### src/rtl/seg_serial_ctrl_pkg.sv
// Shared constants for the serial 7-segment chain sequencer: hex glyph codes,
// FSM encoding and the fixed frame length.
package seg_serial_ctrl_pkg;

  localparam int SEG_NBITS = 64;

  // Active-low {dp,g,f,e,d,c,b,a}; bit 7 is replaced by the decimal point.
  localparam logic [7:0] SEG7_0 = 8'hC0;
  localparam logic [7:0] SEG7_1 = 8'hF9;
  localparam logic [7:0] SEG7_2 = 8'hA4;
  localparam logic [7:0] SEG7_3 = 8'hB0;
  localparam logic [7:0] SEG7_4 = 8'h99;
  localparam logic [7:0] SEG7_5 = 8'h92;
  localparam logic [7:0] SEG7_6 = 8'h82;
  localparam logic [7:0] SEG7_7 = 8'hF8;
  localparam logic [7:0] SEG7_8 = 8'h80;
  localparam logic [7:0] SEG7_9 = 8'h90;
  localparam logic [7:0] SEG7_A = 8'h88;
  localparam logic [7:0] SEG7_B = 8'h83;
  localparam logic [7:0] SEG7_C = 8'hC6;
  localparam logic [7:0] SEG7_D = 8'hA1;
  localparam logic [7:0] SEG7_E = 8'h86;
  localparam logic [7:0] SEG7_F = 8'h8E;

  typedef enum logic [2:0] {
    ST_IDLE    = 3'd0,
    ST_LOAD    = 3'd1,
    ST_SHIFT_L = 3'd2,
    ST_SHIFT_H = 3'd3,
    ST_LATCH   = 3'd4,
    ST_DONE    = 3'd5
  } state_t;

  function automatic logic [7:0] seg_byte(input logic [6:0] seg, input logic dp, input logic blank);
    return blank ? 8'hFF : {~dp, seg};
  endfunction

endpackage

### src/rtl/seg_serial_ctrl_if.sv
// Request/status and chain-pin bundle between the display mux and the sequencer.
interface seg_serial_ctrl_if;
  logic        start;
  logic [31:0] data;
  logic [7:0]  point;
  logic [7:0]  les;
  logic        busy;
  logic        done;
  logic        SEGLED_CLK;
  logic        SEGLED_DO;
  logic        SEGLED_PEN;
  logic        SEGLED_CLR;

  modport master (
    output start, data, point, les,
    input  busy, done, SEGLED_CLK, SEGLED_DO, SEGLED_PEN, SEGLED_CLR
  );

  modport slave (
    input  start, data, point, les,
    output busy, done, SEGLED_CLK, SEGLED_DO, SEGLED_PEN, SEGLED_CLR
  );
endinterface

### src/rtl/seg_serial_ctrl_hex7seg.sv
// Combinational hex nibble to active-low 7-segment code {g,f,e,d,c,b,a}.
module hex7seg
  import seg_serial_ctrl_pkg::*;
(
  input  logic [3:0] i_nib,
  output logic [6:0] o_seg
);

  always_comb begin
    o_seg = 7'h7F;
    case (i_nib)
      4'h0: o_seg = SEG7_0[6:0];
      4'h1: o_seg = SEG7_1[6:0];
      4'h2: o_seg = SEG7_2[6:0];
      4'h3: o_seg = SEG7_3[6:0];
      4'h4: o_seg = SEG7_4[6:0];
      4'h5: o_seg = SEG7_5[6:0];
      4'h6: o_seg = SEG7_6[6:0];
      4'h7: o_seg = SEG7_7[6:0];
      4'h8: o_seg = SEG7_8[6:0];
      4'h9: o_seg = SEG7_9[6:0];
      4'hA: o_seg = SEG7_A[6:0];
      4'hB: o_seg = SEG7_B[6:0];
      4'hC: o_seg = SEG7_C[6:0];
      4'hD: o_seg = SEG7_D[6:0];
      4'hE: o_seg = SEG7_E[6:0];
      4'hF: o_seg = SEG7_F[6:0];
      default: o_seg = 7'h7F;
    endcase
  end

endmodule

### src/rtl/seg_serial_ctrl.sv
// Frame sequencer for the serial 7-segment chain: captures a display word, shifts
// 64 bits MSB-first with a generated shift clock, then latches the frame.
module seg_serial_ctrl
  import seg_serial_ctrl_pkg::*;
#(
  parameter int HALF  = 4,
  parameter int NBITS = SEG_NBITS
) (
  input  logic              clk,
  input  logic              RSTN,
  seg_serial_ctrl_if.slave  bus
);

  localparam int             PW       = $clog2(HALF + 1);
  localparam logic [PW-1:0]  PH_LAST  = PW'(HALF - 1);
  localparam logic [5:0]     BIT_LAST = 6'(NBITS - 1);

  state_t             r_state, w_state_nxt;
  logic [PW-1:0]      r_phase;
  logic [5:0]         r_bit;
  logic [NBITS-1:0]   r_shift;
  logic [NBITS-1:0]   w_frame;
  logic [6:0]         w_seg [8];
  logic               w_ph_end, w_last_bit, w_advance;
  logic               r_busy, r_done, r_clk, r_do, r_pen, r_clr;
  logic               w_busy_nxt, w_done_nxt, w_clk_nxt, w_do_nxt, w_pen_nxt;

  for (genvar gi = 0; gi < 8; gi++) begin : g_digit
    hex7seg u_hex (.i_nib(bus.data[4*gi +: 4]), .o_seg(w_seg[gi]));
    assign w_frame[8*gi +: 8] = seg_byte(w_seg[gi], bus.point[gi], bus.les[gi]);
  end

  assign w_ph_end   = (r_phase == PH_LAST);
  assign w_last_bit = (r_bit == BIT_LAST);
  assign w_advance  = (r_state == ST_SHIFT_H) && w_ph_end && !w_last_bit;

  always_ff @(posedge clk or negedge RSTN) begin
    if (!RSTN) begin
      r_state <= ST_IDLE;
      r_phase <= '0;
      r_bit   <= '0;
      r_busy  <= 1'b0;
      r_done  <= 1'b0;
      r_clk   <= 1'b0;
      r_do    <= 1'b0;
      r_pen   <= 1'b0;
      r_clr   <= 1'b0;
    end else begin
      r_state <= w_state_nxt;
      if (w_state_nxt != r_state)
        r_phase <= '0;
      else if (r_state inside {ST_SHIFT_L, ST_SHIFT_H, ST_LATCH})
        r_phase <= r_phase + PW'(1);
      if (r_state == ST_LOAD)
        r_bit <= '0;
      else if (w_advance)
        r_bit <= r_bit + 6'd1;
      r_busy <= w_busy_nxt;
      r_done <= w_done_nxt;
      r_clk  <= w_clk_nxt;
      r_do   <= w_do_nxt;
      r_pen  <= w_pen_nxt;
      r_clr  <= 1'b1;
    end
  end

  // Frame data is not reset: it is always reloaded at accept before use.
  always_ff @(posedge clk) begin
    if (r_state == ST_IDLE && bus.start)
      r_shift <= w_frame;
    else if (w_advance)
      r_shift <= {r_shift[NBITS-2:0], 1'b0};
  end

  always_comb begin
    w_state_nxt = r_state;
    case (r_state)
      ST_IDLE:    if (bus.start) w_state_nxt = ST_LOAD;
      ST_LOAD:    w_state_nxt = ST_SHIFT_L;
      ST_SHIFT_L: if (w_ph_end) w_state_nxt = ST_SHIFT_H;
      ST_SHIFT_H: if (w_ph_end) w_state_nxt = w_last_bit ? ST_LATCH : ST_SHIFT_L;
      ST_LATCH:   if (w_ph_end) w_state_nxt = ST_DONE;
      ST_DONE:    w_state_nxt = ST_IDLE;
      default:    w_state_nxt = ST_IDLE;
    endcase
  end

  // Outputs are registered copies of what the next state requires; DO only
  // moves on the edge that drops the shift clock.
  always_comb begin
    w_busy_nxt = w_state_nxt inside {ST_LOAD, ST_SHIFT_L, ST_SHIFT_H, ST_LATCH};
    w_done_nxt = (w_state_nxt == ST_DONE);
    w_clk_nxt  = (w_state_nxt == ST_SHIFT_H);
    w_pen_nxt  = !(w_state_nxt inside {ST_SHIFT_L, ST_SHIFT_H});
    w_do_nxt   = r_do;
    if (r_state == ST_LOAD)
      w_do_nxt = r_shift[NBITS-1];
    else if (w_advance)
      w_do_nxt = r_shift[NBITS-2];
  end

  assign bus.busy       = r_busy;
  assign bus.done       = r_done;
  assign bus.SEGLED_CLK = r_clk;
  assign bus.SEGLED_DO  = r_do;
  assign bus.SEGLED_PEN = r_pen;
  assign bus.SEGLED_CLR = r_clr;

endmodule
### src/flat_wrapper.sv
// flat-port wrapper written by rule: the top's interface ports become plain ports
module seg_serial_ctrl_flat import seg_serial_ctrl_pkg::*;
#(
  parameter int HALF  = 4,
  parameter int NBITS = SEG_NBITS
)
  (clk, RSTN, bus_start, bus_data, bus_point, bus_les, bus_busy, bus_done, bus_SEGLED_CLK, bus_SEGLED_DO, bus_SEGLED_PEN, bus_SEGLED_CLR);
  seg_serial_ctrl_if bus_i ();
  input  logic clk;
  input  logic RSTN;
  input wire logic [$bits(bus_i.start)-1:0] bus_start;
  input wire logic [$bits(bus_i.data)-1:0] bus_data;
  input wire logic [$bits(bus_i.point)-1:0] bus_point;
  input wire logic [$bits(bus_i.les)-1:0] bus_les;
  output wire logic [$bits(bus_i.busy)-1:0] bus_busy;
  output wire logic [$bits(bus_i.done)-1:0] bus_done;
  output wire logic [$bits(bus_i.SEGLED_CLK)-1:0] bus_SEGLED_CLK;
  output wire logic [$bits(bus_i.SEGLED_DO)-1:0] bus_SEGLED_DO;
  output wire logic [$bits(bus_i.SEGLED_PEN)-1:0] bus_SEGLED_PEN;
  output wire logic [$bits(bus_i.SEGLED_CLR)-1:0] bus_SEGLED_CLR;
  assign bus_i.start = bus_start;
  assign bus_i.data = bus_data;
  assign bus_i.point = bus_point;
  assign bus_i.les = bus_les;
  assign bus_busy = bus_i.busy;
  assign bus_done = bus_i.done;
  assign bus_SEGLED_CLK = bus_i.SEGLED_CLK;
  assign bus_SEGLED_DO = bus_i.SEGLED_DO;
  assign bus_SEGLED_PEN = bus_i.SEGLED_PEN;
  assign bus_SEGLED_CLR = bus_i.SEGLED_CLR;
  seg_serial_ctrl #(.HALF(HALF), .NBITS(NBITS)) u_core (.clk(clk), .RSTN(RSTN), .bus(bus_i));
endmodule
### config.mk
export PLATFORM = sky130hd
export DESIGN_NAME = seg_serial_ctrl_flat
export DESIGN_NICKNAME = d
export VERILOG_FILES = /design/src/rtl/seg_serial_ctrl_pkg.sv /design/src/rtl/seg_serial_ctrl_if.sv /design/src/rtl/seg_serial_ctrl_hex7seg.sv /design/src/rtl/seg_serial_ctrl.sv /design/src/flat_wrapper.sv
export SDC_FILE = /design/constraint.sdc
export NUM_CORES = 1
export LEC_CHECK = 0
export CORE_UTILIZATION = 58
export DETAILED_ROUTE_END_ITERATION = 10
export GPL_TIMING_DRIVEN = 0
export PLACE_DENSITY = 0.79
export SLEW_MARGIN = 20
export SYNTH_ARGS = -nofsm -noshare
export SYNTH_HDL_FRONTEND = slang
export SYNTH_SLANG_ARGS = --single-unit
### constraint.sdc
create_clock -name clk -period 3.6 [get_ports clk]
set_input_delay 0.36 -clock clk [delete_from_list [all_inputs] [get_ports clk]]
set_output_delay 0.36 -clock clk [all_outputs]
set_load 0.02 [all_outputs]
==> out/summary.txt, run 1 <==
=====================================================================================================
Status ................................................................................. finished clean
Final setup violation count ............................................................            0
Ordered list of cells on the worst path ................................................ nor4b_1, clkbuf_1, nand2b_4, buf_12
Number of nets in the layout ...........................................................          770
Net count after synthesis ..............................................................          703
Number of DRC markers in iteration 0 ...................................................          267
Max-cap viol count .....................................................................            0
Total CTS buffers ......................................................................            9
Ports placed on the boundary ...........................................................           57
Xor/xnor share of the synthesized area .................................................       0.624%
Initial antenna violation count ........................................................            0
Number of warnings reported in the yosys synthesis log .................................            0
Maximum fanout count along the critical path ...........................................           44
Maximum vdd drop .......................................................................       209 uV
Part of the power in combinational logic ...............................................        28.0%
Area inside the core boundary ..........................................................  0.00933 mm2
Count of antenna diodes in the layout ..................................................            0
Count of final max-slew check failures .................................................            0
Clk pwr share ..........................................................................        23.2%
Die area ...............................................................................   0.0101 mm2
Routed Wire Length .....................................................................     12100 um
Total net switching power ..............................................................   0.000861 W
LEAKAGE ................................................................................      2.67 nW
Crit start category ....................................................................         flop
Critical path's slowest cell ...........................................................     clkbuf_1
Clock buffer depth .....................................................................            2
Standard-cell row count ................................................................           35
Share of the yosys chip area belonging to registers ....................................        42.3%
Cell-internal power ....................................................................    0.00196 W
Most common cell after layout, fill and taps aside .....................................       nor2_1
Max Clock Skew .........................................................................   0.00543 ns
Leading cell types by total area after synthesis ....................................... edfxtp_1, ha_1, dfrtp_1, nor2_1, a21oi_1
Final worst path period need ...........................................................      2.50 ns
Endpoint required time on the critical path ............................................      3.64 ns
Pwr per Cell Area ......................................................................   432 mW/mm2
Highest-count cells in the layout ignoring fill and taps ............................... nor2_1, edfxtp_1, a21oi_1
Die width ..............................................................................       100 um
Count of buffers from port buffering ...................................................           55
Count of nets left with antenna violations after detail routing ........................            0
Dominant combinational cell family by area after synthesis ............................. compound AO/OA/AOI/OAI gates
Number of synthesized register bits ....................................................           82
Yosys top cell by area .................................................................     edfxtp_1
# placed instances .....................................................................          785
Drt pass-1 iters .......................................................................            5
Critical path data arrival time ........................................................      2.53 ns
Fin crit share .........................................................................        69.3%
Final global-route overflow total ......................................................            0
Total routing resource utilization after global routing ................................        25.4%
Achievable Freq ........................................................................      401 MHz
Ys async rst share .....................................................................        22.0%
Remaining design rule violation count ..................................................            0
Clock tree from TritonCTS ..............................................................         done
Post-synthesis instance area ...........................................................  0.00561 mm2
Later-pin clock latency in the skew report .............................................      0.35 ns
Slowest cell delay on critical path ....................................................      0.51 ns
Final number of hold-violating endpoints ...............................................            0
Number of H-tree levels ................................................................            3
Root Buffer Master .....................................................................     clkbuf_8
Number of sinks handled by clock tree synthesis ........................................           82
Post-CTS setup buffer count ............................................................            0
Setup repair after global routing missed its margin ....................................           no
Proportion of power drawn by flip-flops and latches ....................................        48.8%
Area Growth Syn to Fin .................................................................        16.6%
Switching share of power ...............................................................        30.5%
Number of enable-type register cells in the synthesized netlist ........................           64
Multiplexer share of the synthesized area ..............................................        7.27%
Count of different cell masters after synthesis ........................................           43
Worst Tran Pin Value ...................................................................     0.806 ns
Compound-Gate Fraction of Synth Area ...................................................        17.3%
Layout cell share with drive strength beyond 1 .........................................        7.29%
Finished Layout Cells ..................................................................          801
Gates resized, CTS repair ..............................................................            0
Min Hold Slack .........................................................................     0.473 ns
RePlAce Congestion .....................................................................        0.925
Post-synthesis share of cell area spent on full adders, half adders and majority gates .        11.6%
Vertical die dimension .................................................................       100 um
Pin count of the biggest net entering global routing ...................................           45
Via total after detailed routing .......................................................         4717
Tightest slew margin relative to the limit .............................................        46.1%
Initial core utilization ...............................................................        60.2%
Post-detail-place hpwl .................................................................      8890 um
Syn_area_per_cell ......................................................................     9.35 um2
Wire length of the first global-routing pass ...........................................     20300 um
Share of the synthesized area in the top cell type .....................................        34.2%
Vias per cell ..........................................................................         5.89
Synth Area in Simple Gates .............................................................        15.5%
Primary FF master, synth ...............................................................     edfxtp_1
Kind of path behind the tightest hold check ............................................ primary input to asynchronous set/reset pin
Element type at the critical path end ..................................................         flop
Number of global-route vias before repair ..............................................         4505
Critical path class .................................................................... flop to flop
Count of mapped cells out of synthesis .................................................          600
Number of buffers inserted for hold repair after clock tree synthesis ..................            0
Average wire length per cell after detail routing ......................................      15.2 um
Clock slew at the register clock pins of the worst setup and hold paths ................      0.08 ns
=====================================================================================================
==> synth_stat cells, types with 2 or more instances <==
cell type,number
a211oi_1,19
a21o_1,2
a21oi_1,60
a221oi_1,6
a311oi_1,2
a31o_2,3
a31oi_1,32
and2_1,2
and3_1,2
buf_1,3
buf_2,14
clkbuf_1,18
dfrtp_1,18
edfxtp_1,64
ha_1,52
inv_1,41
mux2_2,6
mux2i_1,16
mux4_2,8
nand2_1,42
nand2b_1,13
nand3_1,7
nor2_1,105
nor2b_1,5
nor3_1,14
nor3b_1,2
o2111ai_1,3
o211ai_1,3
o21a_1,4
o21ai_0,17
o31ai_1,2
xnor2_1,4
==> final timing paths <==
kind,startpoint,end,slack [ns],depth (start not counted)
min in group clk,bus_data[30],u_core.r_shift[57],0.50,3
max in group asynchronous,RSTN,u_core.bus.SEGLED_DO,2.62,1
max,u_core.r_state[0],u_core.r_shift[43],1.10,4
max reg2reg,u_core.r_state[0],u_core.r_shift[43],1.10,4
min,RSTN,u_core.r_state[0],0.47,1
min reg2reg,u_core.r_bit[4],u_core.r_bit[4],0.50,1
==> per-stage QoR <==
step	cell area, um2	utilization, %	setup TNS (ns)	setup WS (ns)	total power [W]
after global routing	6550	70.2	0	0.945	0.00299
after global placement	6320	67.8	-50.24	-0.787	0.00214
after floorplan	5610	-	0	0.485	0.00192
after detailed placement	6350	68.1	0	0.788	0.00219
final	6550	70.2	0	1.10	0.00282
after CTS	6550	70.2	0	1.12	0.00283
==> worst max-delay path, delay by kind of cell (launching register included) <==
family / cells / cell delay (ns)
buf+inv: 2 / 0.80
flops: 1 / 0.48
simple gates: 2 / 0.89
==> routing by layer <==
layer	vias up	part of all wire [%]	GRT usage, %
met5	-	0	0
li1	2273	-	-
met1	2270	43	32.1
met4	0	1.3	7.58
met3	18	5.1	4.39
met2	156	51	44.7
==> logic make-up after synthesis <==
| group | after synthesis |
|---|---|
| AOI/OAI and AO/OA | 157 |
| xor gates and xnor gates | 4 |
| adders and majority gates | 52 |
| buffers and inverters | 76 |
| DFF | 82 |
| muxes | 30 |
| other | 1 |
| and+or+nand+nor | 198 |
==> registers in the layout, summed over array words and instances, names as in the netlist <==
register	cells
u_core.r_bit	6
u_core.bus.SEGLED_DO	1
u_core.bus.SEGLED_CLR	1
u_core.bus.done	1
u_core.bus.SEGLED_CLK	1
u_core.r_phase	3
u_core.bus.busy	1
u_core.r_shift	64
u_core.r_state	3
u_core.bus.SEGLED_PEN	1
==> cell type report <==
type / instances / area, um2
sequential: 82 / 2370
fill: 723 / 2780
multi-input combinational: 442 / 2950
clock inverter: 1 / 5.00
timing repair buffer: 56 / 571
tap: 129 / 161
buffer: 35 / 149
clock buffer: 15 / 188
inverter: 41 / 154
==> power by group through the flow <==
stage | logic, W | registers (W) | clock network, W
6_report | 0.000791 | 0.00138 | 0.000654
5_1_grt | 0.000888 | 0.00140 | 0.000702
4_1_cts | 0.000792 | 0.00138 | 0.000656
3_5_place_dp | 0.000788 | 0.00140 | 0
3_3_place_gp | 0.000729 | 0.00141 | 0
2_1_floorplan | 0.000521 | 0.00140 | 0
Note: power is estimated with default switching activity, not from simulation.
==> run 2, diff against run 1 <==
clock period = 2.3 ns   (was 3.6 ns; I/O delays follow)
==> out/summary.txt, run 2 (synthesized netlist as in run 1, its figures left out) <==
======================================================================================
Initial antenna violation count .........................................            0
Core Util, Final ........................................................        70.0%
Worst Tran Pin Value ....................................................     0.807 ns
Area inside the core boundary ...........................................  0.00933 mm2
Maximum fanout count along the critical path ............................           32
Final-layout fill cell count ............................................          750
Die width ...............................................................       100 um
Endpoint required time on the critical path .............................      2.30 ns
Critical path data arrival time .........................................      2.12 ns
Count of nets left with antenna violations after detail routing .........            0
Register with the highest flop count .................................... u_core.r_shift
Status .................................................................. finished clean
Area of the multi-input gates ...........................................  0.00296 mm2
Average wire length per cell after detail routing .......................      15.3 um
Most common cell after layout, fill and taps aside ......................       nor2_1
Pin count of the biggest net entering global routing ....................           33
Total net switching power ...............................................    0.00136 W
Critical path's slowest cell ............................................     nand2b_4
Count of buffers from port buffering ....................................           55
Standard-cell row count .................................................           35
Remaining design rule violation count ...................................            0
Vias per cell ...........................................................         5.86
Pwr per Cell Area .......................................................   673 mW/mm2
Area Growth Syn to Fin ..................................................        16.4%
RePlAce Congestion ......................................................        0.874
Final number of hold-violating endpoints ................................            0
Total Power Consumption .................................................    0.00440 W
Max reg flops ...........................................................           64
Achievable Freq .........................................................      470 MHz
Met3 wire len ...........................................................       556 um
Cell-internal power .....................................................    0.00304 W
Area occupied by registers ..............................................  0.00237 mm2
Element type at the critical path end ...................................         flop
Final global-route overflow total .......................................            0
Tightest slew margin relative to the limit ..............................        46.0%
Routed Wire Length ......................................................     12200 um
Final setup violation count .............................................            0
Fin crit share ..........................................................        92.5%
Max-cap viol count ......................................................            0
Later-pin clock latency in the skew report ..............................      0.35 ns
Total CTS buffers .......................................................            9
Final std cell area, no fill ............................................  0.00653 mm2
LEAKAGE .................................................................      2.67 nW
Post-detail-place hpwl ..................................................      8760 um
Number of DRC markers in iteration 0 ....................................          261
Final worst path period need ............................................      2.13 ns
Part of the power in combinational logic ................................        27.9%
Clock tree from TritonCTS ...............................................         done
Number of sinks handled by clock tree synthesis .........................           82
Switching share of power ................................................        31.0%
Ports placed on the boundary ............................................           57
Clock slew at the register clock pins of the worst setup and hold paths .      0.08 ns
CP Launch Point ......................................................... u_core.r_phase[0]
R2r startpoint .......................................................... u_core.r_phase[0]
Vertical die dimension ..................................................       100 um
Slowest cell delay on critical path .....................................      0.40 ns
Layout cell share with drive strength beyond 1 ..........................        7.59%
Met2 wire length ........................................................      6150 um
Root Buffer Master ......................................................     clkbuf_8
Clk pwr share ...........................................................        23.0%
Largest registers ....................................................... u_core.r_shift (64), u_core.r_bit (6)
Kind of path behind the tightest hold check ............................. primary input to asynchronous set/reset pin
Highest Signal Layer ....................................................         met4
Die area ................................................................   0.0101 mm2
Area post-placement .....................................................  0.00633 mm2
Highest-count cells in the layout ignoring fill and taps ................ nor2_1, edfxtp_1, a21oi_1
Via total after detailed routing ........................................         4694
Total routed wire length on the met1 layer ..............................      5240 um
Maximum vdd drop ........................................................       453 uV
Crit-path leading delay family .......................................... simple AND/OR/NAND/NOR gates
Ordered list of cells on the worst path ................................. ha_1, ha_1, buf_2, nand4b_4, a21o_1, nand2b_4
Number of H-tree levels .................................................            3
Total routing resource utilization after global routing .................        25.9%
Wire length of the first global-routing pass ............................     20700 um
Number of nets in the layout ............................................          770
Max Clock Skew ..........................................................    0.0125 ns
Initial core utilization ................................................        60.2%
Setup repair after global routing missed its margin .....................           no
Clock buffer depth ......................................................            2
Crit start category .....................................................         flop
Count of antenna diodes in the layout ...................................            0
Critical path's most frequent cell ......................................         ha_1
Critical path class ..................................................... flop to flop
Drt pass-1 iters ........................................................            5
Number of global-route vias before repair ...............................         4483
Count of final max-slew check failures ..................................            0
Proportion of power drawn by flip-flops and latches .....................        49.0%
Count of buffering cells on the critical path with inverters included ...            1
======================================================================================
## run 2: cell types whose count changed in the layout (fill, tap and decap cells not counted), sizes merged
| cell | before | now |
|---|---|---|
| buf | 18 | 17 |
| bufinv | 0 | 1 |
| clkbuf | 33 | 28 |
| clkinv | 1 | 5 |
| nand2b | 13 | 14 |
## run 2: metal layers
metal	up-vias	GRT usage, %
met3	29	2.79
li1	2280	-
met4	0	9.25
met2	148	45.0
met5	-	0
met1	2237	33.6
## run 2: through the flow
step | instances | hold WS [ns] | setup TNS, ns | setup slack (ns)
after global routing | 801 | 0.418 | 0 | 0.00999
after floorplan | 600 | -0.0656 | 0 | 0.261
after CTS | 801 | 0.361 | 0 | 0.162
final | 801 | 0.342 | 0 | 0.173
after detailed placement | 784 | 0.501 | -36.63 | -0.567
after global placement | 784 | 0.485 | -35.61 | -0.553
## run 2: final cells by class
class,count,area share [%]
multi-input combinational,443,45.3
sequential,82,36.3
timing repair buffer,55,8.43
tap,129,2.47
inverter,41,2.36
buffer,35,2.30
clock buffer,10,1.95
clock inverter,6,0.881
## run 2: repair_timing
| action | CTS | global route |
|---|---|---|
| hold buffers | 0 | 0 |
| buffers inserted | 0 | 0 |
| endpoints found under the hold margin | 0 | 0 |
| gates resized for setup | 2 | 0 |
| setup endpoints to repair | 64 | 0 |
## run 2: path summary, 6_finish.rpt
path,endpoint,slack [ns],depth (start not counted)
setup / recovery,u_core.r_shift[49],0.17,6
hold / removal,u_core.bus.SEGLED_CLR,0.34,1
setup reg to reg,u_core.r_shift[49],0.17,6
hold reg to reg,u_core.bus.SEGLED_DO,0.51,2
max in group asynchronous,u_core.r_phase[0],1.45,1
min in group clk,u_core.r_shift[57],0.38,3
## run 2: power groups by stage
stage                     sequential [W]  clock, W  combinational, W
after floorplan                  0.00218         0          0.000822
after global placement           0.00218         0           0.00115
after detailed placement         0.00219         0           0.00121
after CTS                        0.00216   0.00102           0.00123
after global routing             0.00219   0.00108           0.00140
final                            0.00216   0.00101           0.00123
